==> src/rtl/regfile_wb_arb_if.sv <==
// Write-back bus between requesters, the arbiter and the register file.
//   slave  : arbiter view; takes requests and rf_ready, drives req_ready and the rf_* write port
//   master : environment view; drives requests and rf_ready, observes the arbiter outputs
// Signals:
//   req_valid/req_ready  per-requester handshake (bit i = requester i)
//   req_idx/req_data     packed per-requester destination index and data (slice i)
//   rf_wen/rf_widx/rf_wdat/rf_ready  register-file write port and its accept
//   grant_id             requester id held in the output stage
//   wb_cnt               saturating count of writes consumed by the register file
interface regfile_wb_arb_if #(
  parameter int unsigned NREQ = 4,
  parameter int unsigned DW   = 32,
  parameter int unsigned AW   = 5
);
  logic [NREQ-1:0]    req_valid;
  logic [NREQ-1:0]    req_ready;
  logic [NREQ*AW-1:0] req_idx;
  logic [NREQ*DW-1:0] req_data;
  logic               rf_wen;
  logic [AW-1:0]      rf_widx;
  logic [DW-1:0]      rf_wdat;
  logic               rf_ready;
  logic [2:0]         grant_id;
  logic [15:0]        wb_cnt;

  modport slave (
    input  req_valid, req_idx, req_data, rf_ready,
    output req_ready, rf_wen, rf_widx, rf_wdat, grant_id, wb_cnt
  );

  modport master (
    output req_valid, req_idx, req_data, rf_ready,
    input  req_ready, rf_wen, rf_widx, rf_wdat, grant_id, wb_cnt
  );
endinterface

==> src/rtl/regfile_wb_arb.sv <==
// Register-file write-back arbiter. Up to eight requesters compete for one register-file write
// port through a single-entry output stage. Requester 0 optionally has strict priority; the rest
// (or all of them) share a round-robin pool. Writes to index 0 are accepted and discarded.
// Ports:
//   clk  : clock, all state on the rising edge
//   rst  : asynchronous active-high reset
//   bus  : regfile_wb_arb_if.slave (requests in, register-file write port out)
module regfile_wb_arb #(
  parameter int unsigned NREQ    = 4,
  parameter int unsigned DW      = 32,
  parameter int unsigned AW      = 5,
  parameter int unsigned HIPRIO0 = 1
) (
  input logic             clk,
  input logic             rst,
  regfile_wb_arb_if.slave bus
);

  // Round-robin pool is [PoolLo, NREQ-1]
  localparam int unsigned PoolLo  = (HIPRIO0 != 0) ? 1 : 0;
  localparam int unsigned PoolSz  = NREQ - PoolLo;
  localparam logic [3:0]  NreqW   = 4'(NREQ);
  localparam logic [3:0]  PoolLoW = 4'(PoolLo);
  localparam logic [3:0]  PoolSzW = 4'(PoolSz);

  logic          ovld_q;
  logic [AW-1:0] oidx_q;
  logic [DW-1:0] odat_q;
  logic [2:0]    oid_q;
  logic [15:0]   wb_cnt_q;
  logic [2:0]    rr_ptr_q;

  logic [7:0]      valid_pad;
  logic            win_vld;
  logic [2:0]      win_id;
  logic [3:0]      cand;
  logic            can_load;
  logic            take;
  logic            pool_take;
  logic [3:0]      rr_nxt;
  logic [NREQ-1:0] ready;
  logic [AW-1:0]   sel_idx;
  logic [DW-1:0]   sel_dat;
  logic            drain;

  assign valid_pad = 8'(bus.req_valid);

  // Winner selection depends only on req_valid and rr_ptr; data/index never feed req_ready.
  always_comb begin
    win_vld = 1'b0;
    win_id  = 3'd0;
    cand    = 4'd0;
    if ((HIPRIO0 != 0) && bus.req_valid[0]) begin
      win_vld = 1'b1;
      win_id  = 3'd0;
    end else begin
      for (int k = 0; k < PoolSz; k++) begin
        cand = {1'b0, rr_ptr_q} + 4'(k);
        if (cand >= NreqW) cand = cand - PoolSzW;
        if (!win_vld && valid_pad[cand[2:0]]) begin
          win_vld = 1'b1;
          win_id  = cand[2:0];
        end
      end
    end
  end

  // Stage refills in the same cycle it drains, so back-to-back writes have no bubble.
  assign can_load  = !ovld_q || bus.rf_ready;
  assign take      = win_vld && can_load && !rst;
  assign pool_take = take && !((HIPRIO0 != 0) && (win_id == 3'd0));
  assign drain     = ovld_q && bus.rf_ready;

  always_comb begin
    rr_nxt = {1'b0, win_id} + 4'd1;
    if (rr_nxt >= NreqW) rr_nxt = PoolLoW;
  end

  always_comb begin
    ready   = '0;
    sel_idx = '0;
    sel_dat = '0;
    for (int i = 0; i < NREQ; i++) begin
      if (win_id == 3'(i)) begin
        ready[i] = take;
        sel_idx  = bus.req_idx[i*AW +: AW];
        sel_dat  = bus.req_data[i*DW +: DW];
      end
    end
  end

  always_ff @(posedge clk or posedge rst) begin
    if (rst) begin
      ovld_q   <= 1'b0;
      oidx_q   <= '0;
      odat_q   <= '0;
      oid_q    <= 3'd0;
      wb_cnt_q <= 16'd0;
      rr_ptr_q <= 3'(PoolLo);
    end else begin
      if (drain && (wb_cnt_q != 16'hFFFF)) wb_cnt_q <= wb_cnt_q + 16'd1;
      if (can_load) begin
        // An accepted write to x0 is swallowed: the stage empties instead of loading.
        if (take && (sel_idx != '0)) begin
          ovld_q <= 1'b1;
          oidx_q <= sel_idx;
          odat_q <= sel_dat;
          oid_q  <= win_id;
        end else begin
          ovld_q <= 1'b0;
        end
      end
      if (pool_take) rr_ptr_q <= rr_nxt[2:0];
    end
  end

  assign bus.req_ready = ready;
  assign bus.rf_wen    = ovld_q;
  assign bus.rf_widx   = oidx_q;
  assign bus.rf_wdat   = odat_q;
  assign bus.grant_id  = oid_q;
  assign bus.wb_cnt    = wb_cnt_q;

  a_ready_onehot: assert property (@(posedge clk) disable iff (rst) $onehot0(bus.req_ready));

endmodule

==> src/flat_wrapper.sv <==
// flat-port wrapper written by rule: the top's interface ports become plain ports
module regfile_wb_arb_flat 
#(
  parameter int unsigned NREQ    = 4,
  parameter int unsigned DW      = 32,
  parameter int unsigned AW      = 5,
  parameter int unsigned HIPRIO0 = 1
)
  (clk, rst, bus_req_valid, bus_req_idx, bus_req_data, bus_rf_ready, bus_req_ready, bus_rf_wen, bus_rf_widx, bus_rf_wdat, bus_grant_id, bus_wb_cnt);
  regfile_wb_arb_if #(.NREQ(NREQ), .DW(DW), .AW(AW)) bus_i ();
  input logic clk;
  input logic rst;
  input wire logic [$bits(bus_i.req_valid)-1:0] bus_req_valid;
  input wire logic [$bits(bus_i.req_idx)-1:0] bus_req_idx;
  input wire logic [$bits(bus_i.req_data)-1:0] bus_req_data;
  input wire logic [$bits(bus_i.rf_ready)-1:0] bus_rf_ready;
  output wire logic [$bits(bus_i.req_ready)-1:0] bus_req_ready;
  output wire logic [$bits(bus_i.rf_wen)-1:0] bus_rf_wen;
  output wire logic [$bits(bus_i.rf_widx)-1:0] bus_rf_widx;
  output wire logic [$bits(bus_i.rf_wdat)-1:0] bus_rf_wdat;
  output wire logic [$bits(bus_i.grant_id)-1:0] bus_grant_id;
  output wire logic [$bits(bus_i.wb_cnt)-1:0] bus_wb_cnt;
  assign bus_i.req_valid = bus_req_valid;
  assign bus_i.req_idx = bus_req_idx;
  assign bus_i.req_data = bus_req_data;
  assign bus_i.rf_ready = bus_rf_ready;
  assign bus_req_ready = bus_i.req_ready;
  assign bus_rf_wen = bus_i.rf_wen;
  assign bus_rf_widx = bus_i.rf_widx;
  assign bus_rf_wdat = bus_i.rf_wdat;
  assign bus_grant_id = bus_i.grant_id;
  assign bus_wb_cnt = bus_i.wb_cnt;
  regfile_wb_arb #(.NREQ(NREQ), .DW(DW), .AW(AW), .HIPRIO0(HIPRIO0)) u_core (.clk(clk), .rst(rst), .bus(bus_i));
endmodule
==> config.mk <==
export PLATFORM = sky130hd
export DESIGN_NAME = regfile_wb_arb_flat
export DESIGN_NICKNAME = d
export VERILOG_FILES = /design/src/rtl/regfile_wb_arb_if.sv /design/src/rtl/regfile_wb_arb.sv /design/src/flat_wrapper.sv
export SDC_FILE = /design/constraint.sdc
export NUM_CORES = 1
export LEC_CHECK = 0
export CORE_UTILIZATION = 37
export CTS_CLUSTER_SIZE = 12
export DETAILED_ROUTE_END_ITERATION = 16
export GPL_ROUTABILITY_DRIVEN = 0
export PLACE_DENSITY_LB_ADDON = 0.15
export SYNTH_ARGS = -nofsm -noshare
export SYNTH_HDL_FRONTEND = slang
export SYNTH_SLANG_ARGS = --single-unit
==> constraint.sdc <==
create_clock -name clk -period 4.98 [get_ports clk]
set_clock_uncertainty 0.1 [all_clocks]
set_input_delay 0.996 -clock clk [delete_from_list [all_inputs] [get_ports clk]]
set_output_delay 0.996 -clock clk [all_outputs]
set_load 0.1 [all_outputs]
After elaboration in Yosys (flattened, before gate mapping)
Cells that the tools add are included.
{ "classes": {"n_lt_le_gt_ge": 7, "mux": 36, "add_sub_neg": 7, "n_eq_ne": 4, "n_reduce_logical": 17} }
{ "op_table": {"columns": ["op", "count"], "rows": [
  ["$mux W32", 4],
  ["$mux W3", 11],
  ["$mux W5", 4],
  ["$add A16 B1 Y16 const B", 1],
  ["$ne A16 B16 Y1 const B", 1],
  ["$mux W1", 14],
  ["$ge A4 B3 Y1 const B", 3],
  ["$lt A3 B4 Y1 const B", 3],
  ["$bmux W1 S3", 3],
  ["$sub A3 B2 Y3 const B", 3],
  ["$add A3 B1 Y4 const B", 2],
  ["$logic_and A1 B1 Y1", 8],
  ["$eq A3 B2 Y1 const B", 2],
  ["$logic_not A1 Y1", 5],
  ["$reduce_bool A5 Y1", 1],
  ["$add A3 B2 Y4 const B", 1],
  ["$eq A3 B1 Y1 const B", 1],
  ["$ge A3 B3 Y1 const B", 1],
  ["$logic_not A3 Y1", 1],
  ["$reduce_and A2 Y1", 1],
  ["$logic_or A1 B1 Y1", 1]
]} }
{ "word_totals": {"register_bits": 60, "word_cells": 77} }

Depth between registers and ports, before layout
{ "logic_depth": {"word_depth": 23, "ltp_mapped": 21, "depth_no_buf": 17} }

Worst setup path after synthesis
OpenSTA, ideal clock, no wires.
{ "synth_path": {"kind": "register to output", "startpoint": "register u_core.rr_ptr_q[0]", "endpoint": "output bus_req_ready[3]", "path_buffers": 5, "t_arrival_ns": 4.524, "path_slack_ns": -0.640, "required_ns": 3.884, "path_stages_with_launch": 17, "path_cell_list": "dfstp_2 > buf_2 > inv_1 > ha_1 > clkbuf_1 > inv_1 > nor4_1 > a41oi_1 > nand4b_4 > nand2_1 > a311oi_1 > ha_1 > ha_1 > clkbuf_1 > buf_1 > clkbuf_1 > and2_1"} }
{ "synth_via": {"elab_cells_between_ends": 38, "cone_classes": "5 x add/sub; 3 x order compare; 1 x eq/ne; 23 x mux; 6 x reduce/logical"} }
{ "synth_lines": {"columns": ["element", "line_no", "text"], "rows": [
  ["start: declaration", "regfile_wb_arb.sv:31", "logic [2:0] rr_ptr_q;"],
  ["start signal: assignment", "regfile_wb_arb.sv:99", "rr_ptr_q <= 3'(PoolLo);"],
  ["start signal: assignment", "regfile_wb_arb.sv:113", "if (pool_take) rr_ptr_q <= rr_nxt[2:0];"],
  ["parallel branches: the longest is 13 deep, another holds $add A3 B1 Y4", null, null],
  ["$mux W3 (*)", "regfile_wb_arb.sv:60", "if (!win_vld && valid_pad[cand[2:0]]) begin"],
  ["$mux W3 (*)", "regfile_wb_arb.sv:53", "if ((HIPRIO0 != 0) && bus.req_valid[0]) begin"],
  ["net u_core.win_id[0]", "regfile_wb_arb.sv:35", "logic [2:0] win_id;"],
  ["$eq A3 B2 Y1 (*)", "regfile_wb_arb.sv:84", "if (win_id == 3'(i)) begin"],
  ["$mux W1 (*)", "regfile_wb_arb.sv:84", null],
  ["end: declaration", "flat_wrapper.sv:17", "output wire logic [$bits(bus_i.req_ready)-1:0] bus_req_ready;"]
]} }
Mark *: on every way through the listed nets, which the timed path passes. The select of a mux whose other input is x is not followed.

Worst setup path in the final report
{ "layout_path": {"startpoint": "input bus_req_valid[0]", "endpoint": "output bus_req_ready[3]"} }
{ "layout_via": {"elab_cells_between_ends": 24, "cone_classes": "1 x eq/ne; 17 x mux; 6 x reduce/logical"} }
{ "layout_lines": {"columns": ["element", "line_no", "text"], "rows": [
  ["start: declaration", "flat_wrapper.sv:13", "input wire logic [$bits(bus_i.req_valid)-1:0] bus_req_valid;"],
  ["$bmux W1 S3", "regfile_wb_arb.sv:60", null],
  ["$mux W1 (implied by the code)", "regfile_wb_arb.sv:60", null],
  ["$mux W1", "regfile_wb_arb.sv:60", null],
  ["$mux W1", "regfile_wb_arb.sv:53", null],
  ["$logic_not A1 Y1", "regfile_wb_arb.sv:60", null],
  ["$logic_and A1 B1 Y1", "regfile_wb_arb.sv:60", null],
  ["$mux W1", "regfile_wb_arb.sv:60", null],
  ["$mux W1", "regfile_wb_arb.sv:53", null],
  ["$logic_not A1 Y1", "regfile_wb_arb.sv:60", null],
  ["$logic_and A1 B1 Y1", "regfile_wb_arb.sv:60", null],
  ["$mux W3", "regfile_wb_arb.sv:60", null],
  ["$mux W3 (*)", "regfile_wb_arb.sv:53", null],
  ["net u_core.win_id[0]", "regfile_wb_arb.sv:35", null],
  ["$eq A3 B2 Y1 (*)", "regfile_wb_arb.sv:84", null],
  ["$mux W1 (*)", "regfile_wb_arb.sv:84", null]
]} }
Mark *: on every way through the listed nets, which the timed path passes. The rest lies on a longest branch. The select of a mux whose other input is x is not followed.

==> out/metrics.csv <==
metric,value,unit
nets,875,
mean post-synth cell area,9.10,um2
WP data required,3.88,ns
Root Driver,clkbuf_16,
die height,110,um
Vias per Instance,5.21,
period utilisation layout,96.0,%
pin count of the biggest net entering global routing,36,
DR vias,4462,
Slew HR,29.0,%
Starting DRT DRC Count,183,
final worst path period need,4.78,ns
Synth area leader,dfrtp_1,
top_reg_cell synth,dfrtp_1,
Syn Nets,640,
WL per Instance,16.9,um
Fmax,209,MHz
DRT Pass-1 Iters,4,
Leak,0.00305,uW
Ys Warns,0,
CTS buffer count,9,
cts hold-fix bufs,0,
antenna-violating nets left,0,
Ports,216,
layout cells sized above 1,17.7,%
CP Max Fanout,6,
Area Growth Syn to Fin,68.4,%
max-slew violations,0,
WS Path Type,primary input to output port,
crit path DAT,3.68,ns
Peak supply drop,0.470,mV
initial antenna violation count,0,
"Critical Path, Cell by Cell",clkdlybuf4s50_1 -> mux2_2 -> a211oi_1 -> or4_1 -> nand2_1 -> nand2_1 -> a311oi_2 -> buf_4 -> buf_4 -> ha_1 -> ha_4 -> buf_4 -> and2_4 -> buf_12,
Final Hold Vio Count,0,
Post-Route WL,14500,um
cell mode on critical path,buf_4,
CTS tree,built,
Min Hold Slack,0.401,ns
setup tns final,0,ns
Total Power,4890,uW
Post-synth EDFFs,0,
top cell type's share of synthesized area,34.3,%
dpl hpwl,11300,um
Die ar.,12100,um2
n_diodes,0,
Initial Util,37.8,%
Worst Tran Pin Value,1.06,ns
Rows,39,
top post-synthesis cells by area,"dfrtp_1 34%, mux2_4 13%, a22oi_1 5.6%, nand2_1 4.8%, o21ai_0 4.5%",
dpl ws,-0.127,ns
filler instances,983,
"Clk pin slew, worst setup/hold paths",0.05,ns
PD cells,675,nW/um2
first-pass GRT wire length,21100,um
Max Buffers Root-to-Sink,2,
core area,11400,um2
synth cell count leaders,"59 x dfrtp_1, 55 x nand2_1, 44 x nor2_1, 39 x o21ai_0",
Post-Syn Instances,473,
"Setup violations, final",0,
later-pin clock latency in the skew report,0.33,ns
worst min path class,flip-flop to flip-flop,
Worst setup SP type,primary input,
FF+latch area,1500,um2
H-tree lvl count,3,
max cap viols,0,
crit end category,output port,
vias in the first global route,4258,
Horiz. Die Dim,110,um
status,"finished, final reports clean",
Netlist cell types,58,
GRT Residual Overflow,0,
clk sink count,60,
Seq cells post-synth,60,
Critical Path Max Stage Delay,0.49,ns
synthesized area,4300,um2
area of the multi-input gates,2660,um2
slowest CP cell,clkdlybuf4s50_1,
# DRC,0,
ys async rst share,100,%
I/O Buffers,215,
Total Routing Usage GR,23.1,%
"count leader, synth",dfrtp_1,
Final Util,63.7,%
sequential-to-total area share from yosys stat,34.9,%
Final WS setup,0.202,ns
==> where the power goes <==
group / leakage (uW) / internal (uW) / total (uW) / switching, uW
clock network: 0.000137 / 384 / 610 / 226
logic: 0.00214 / 1290 / 3480 / 2190
registers: 0.000769 / 670 / 797 / 127
==> timing repair <==
action | CTS | global route
resized for setup | 0 | 10
endpoints found under the hold margin | 0 | 0
setup buffers | 0 | 1
endpoints found under the setup margin | 0 | 40
==> layout make-up <==
class | count | area share (%)
Inverter | 9 | 0.466
Clock buffer | 9 | 3.11
Timing Repair Buffer | 258 | 35.6
Multi-Input combinational cell | 370 | 36.7
Clock inverter | 7 | 0.932
Tap cell | 143 | 2.47
Sequential cell | 60 | 20.7
==> worst max-delay path, delay by kind of cell <==
family,cells,cell delay [ns]
multiplexers,1,0.17
AND/OR/NAND/NOR,4,0.74
adder cells (fa/ha/maj),2,0.35
buffers and inverters,5,1.06
AO/OA/AOI/OAI,2,0.35
==> registers in the layout, indices dropped and copies added (netlist names) <==
register             cells
u_core.rr_ptr_q          3
u_core.bus.grant_id      3
u_core.bus.wb_cnt       16
u_core.bus.rf_wen        1
u_core.bus.rf_wdat      32
u_core.bus.rf_widx       5
==> stage by stage <==
stage | instances | area [um2]
2_1_floorplan | 473 | 4320
3_3_place_gp | 838 | 6870
3_5_place_dp | 838 | 6870
4_1_cts | 854 | 7160
5_1_grt | 856 | 7250
6_report | 856 | 7250
==> path summary, 6_finish.rpt <==
path	startpoint	end	slack, ns	cells after the start
worst max-delay path	bus_req_valid[0]	bus_req_ready[3]	0.20	14
worst min-delay path	u_core.bus.grant_id[2]$_DFFE_PP0P_	u_core.bus.grant_id[2]$_DFFE_PP0P_	0.40	1
worst max register to register	u_core.rr_ptr_q[0]$_DFFE_PP1P_	u_core.bus.rf_wdat[28]$_DFFE_PP0P_	0.28	19
worst min register to register	u_core.bus.grant_id[2]$_DFFE_PP0P_	u_core.bus.grant_id[2]$_DFFE_PP0P_	0.40	1
max in group asynchronous	rst	u_core.rr_ptr_q[0]$_DFFE_PP1P_	2.77	3
min in group asynchronous	rst	u_core.bus.wb_cnt[3]$_DFFE_PP0P_	1.12	2
==> kinds of logic after synthesis <==
kind of cell,count (synthesis),synth area share (%)
and+or+nand+nor,153,16.8
xor gates and xnor gates,17,3.81
other,1,0.0872
buffers and inverters,43,4.59
AOI/OAI and AO/OA,142,21.5
muxes,45,14.8
DFF,60,34.9
adders and majority gates,12,3.49
==> cells in the final DEF, fill, tap and decap left out, drive strengths merged, types with 3 or more instances in the layout <==
cell type        n
clkinvlp         3
buf             46
mux2i            3
dfrtp           59
a221oi           7
nand3            4
clkdlybuf4s50  211
nor4             3
mux2            42
or2              3
clkbuf          10
nand4            6
xnor2           13
ha              12
clkinv           3
o31ai            4
nand2b           4
inv              9
xor2             4
a21oi           36
o21ai           40
nor3             7
and2             6
nor2            44
a211oi           3
a22oi           32
nor2b           11
nor3b            3
nand2           55
==> routing by layer <==
layer | vias to the layer above | routed length [um] | GRT usage (%)
li1 | 2184 | - | -
met1 | 2109 | 6170 | 29.3
met2 | 148 | 7090 | 38.7
met3 | 21 | 892 | 4.39
met4 | 0 | 307 | 9.33
met5 | - | 0 | 0
Note: power is estimated with default switching activity, not from simulation.
==> RTL change, RTL diff (config.mk and constraints unchanged) <==
`DW` is set to 32 in 3 places; all go to 48.
--- a/src/rtl/regfile_wb_arb_if.sv
+++ b/src/rtl/regfile_wb_arb_if.sv
@@ -11,3 +11,3 @@
   parameter int unsigned NREQ = 4,
-  parameter int unsigned DW   = 32,
+  parameter int unsigned DW   = 48,
   parameter int unsigned AW   = 5
--- a/src/rtl/regfile_wb_arb.sv
+++ b/src/rtl/regfile_wb_arb.sv
@@ -9,3 +9,3 @@
   parameter int unsigned NREQ    = 4,
-  parameter int unsigned DW      = 32,
+  parameter int unsigned DW      = 48,
   parameter int unsigned AW      = 5,
--- a/src/flat_wrapper.sv
+++ b/src/flat_wrapper.sv
@@ -4,3 +4,3 @@
   parameter int unsigned NREQ    = 4,
-  parameter int unsigned DW      = 32,
+  parameter int unsigned DW      = 48,
   parameter int unsigned AW      = 5,
Ports: changed (resized bus_req_data and bus_rf_wdat); port bits go from 216 to 296. No check against the original RTL was run, so the function may have changed too.
==> RTL change against the unedited design <==
Sequential cell count up 16. Area after synthesis is 25% higher. Worst setup slack worse by 5.0 ps. Sequential share of layout area is 0.49 points higher. Utilization grew 0.12 points. Power up 31%. Synthesized cell count increased by 47%. Routed wire length rose by 22%. Design area up 24%.
==> RTL change: results (changes against the unedited design) <==
<table>
<tr><th>Metric</th><th>Value</th></tr>
<tr><th colspan="2">Run status</th></tr>
<tr><td>Run status</td><td>finished clean (unchanged)</td></tr>
<tr><th colspan="2">Finish</th></tr>
<tr><td>Max FFs per register</td><td>48 (was 32)</td></tr>
<tr><td>Final Net Count</td><td>1201 (was 875)</td></tr>
<tr><td>Number of fill cells in the layout</td><td>1240 (was 983)</td></tr>
<tr><th colspan="2">Setup path</th></tr>
<tr><td>Crit-path max cell delay</td><td>470 ps (was 490 ps)</td></tr>
<tr><td>Data arrival at the endpoint of the critical path</td><td>3690 ps (was 3680 ps)</td></tr>
<tr><td>Critical path peak fanout</td><td>10 (was 6)</td></tr>
<tr><td>Endpoint of the worst-slack reg-to-reg timing path</td><td>u_core.bus.rf_wdat[35]$_DFFE_PP0P_ (was u_core.bus.rf_wdat[28]$_DFFE_PP0P_)</td></tr>
<tr><td>Reg2reg path depth</td><td>17 (was 19)</td></tr>
<tr><th colspan="2">Place</th></tr>
<tr><td>Detailed placement HPWL</td><td>14000 microns (was 11300 microns)</td></tr>
<tr><td>Setup slack after placement</td><td>-66.7 ps (was -127 ps)</td></tr>
<tr><th colspan="2">Pwr</th></tr>
<tr><td>Overall power of the completed layout</td><td>6390 uW (was 4890 uW)</td></tr>
<tr><td>Switching Share</td><td>56.1% (was 52.1%)</td></tr>
<tr><td>Sequential power</td><td>1020 uW (was 797 uW)</td></tr>
<tr><th colspan="2">Global routing</th></tr>
<tr><td>Total GRT Usage</td><td>23.5% (was 23.1%)</td></tr>
<tr><td>Number of global-route vias before repair</td><td>5451 (was 4258)</td></tr>
<tr><th colspan="2">Synth</th></tr>
<tr><td>Leading cell type by number of instances after synthesis</td><td>sky130_fd_sc_hd__nand2_1 (was sky130_fd_sc_hd__dfrtp_1)</td></tr>
<tr><td>Top post-synthesis cells by count</td><td>sky130_fd_sc_hd__nand2_1, sky130_fd_sc_hd__nor2_1, sky130_fd_sc_hd__a21oi_1, sky130_fd_sc_hd__dfrtp_1, sky130_fd_sc_hd__o21ai_0 (was sky130_fd_sc_hd__dfrtp_1, sky130_fd_sc_hd__nand2_1, sky130_fd_sc_hd__nor2_1, sky130_fd_sc_hd__o21ai_0)</td></tr>
<tr><td>Synth unique cells</td><td>54 (was 58)</td></tr>
<tr><td>Post-Syn Nets</td><td>928 (was 640)</td></tr>
</table>
-- RTL change: changes by cell type after synthesis, sizes merged, moves of 16 or more --
cell,before,now
a21oi,36,107
o21ai,40,61
dfrtp,59,75
nand2,55,117
nor2,44,111
a22oi,32,3
-- RTL change: area by class of cell --
type	count	area (sq um)	share of cell area, %
repair buffers	315	3190	35.6
multi-input cells	552	3250	36.3
flip-flops and latches	76	1900	21.2
inverters	16	61.3	0.684
clock buffers	10	239	2.67
clock inverters	6	93.8	1.05
well taps	180	225	2.51
-- RTL change: layer usage --
metal	part of all wire, %	global-route usage, %	vias to the layer above
li1	-	-	2927
met4	1.6	6.48	0
met5	0	0	-
met3	6.3	4.74	20
met2	51	41.9	192
met1	41	28.5	2569
-- RTL change: logic make-up after synthesis --
group	after synthesis	synth area share [%]
and+or+nand+nor	274	21.4
AOI/OAI and AO/OA	193	20.0
DFF	76	35.5
buffers and inverters	69	5.71
muxes	52	10.9
xor gates and xnor gates	20	3.75
adders and majority gates	12	2.80
other	1	0.0699
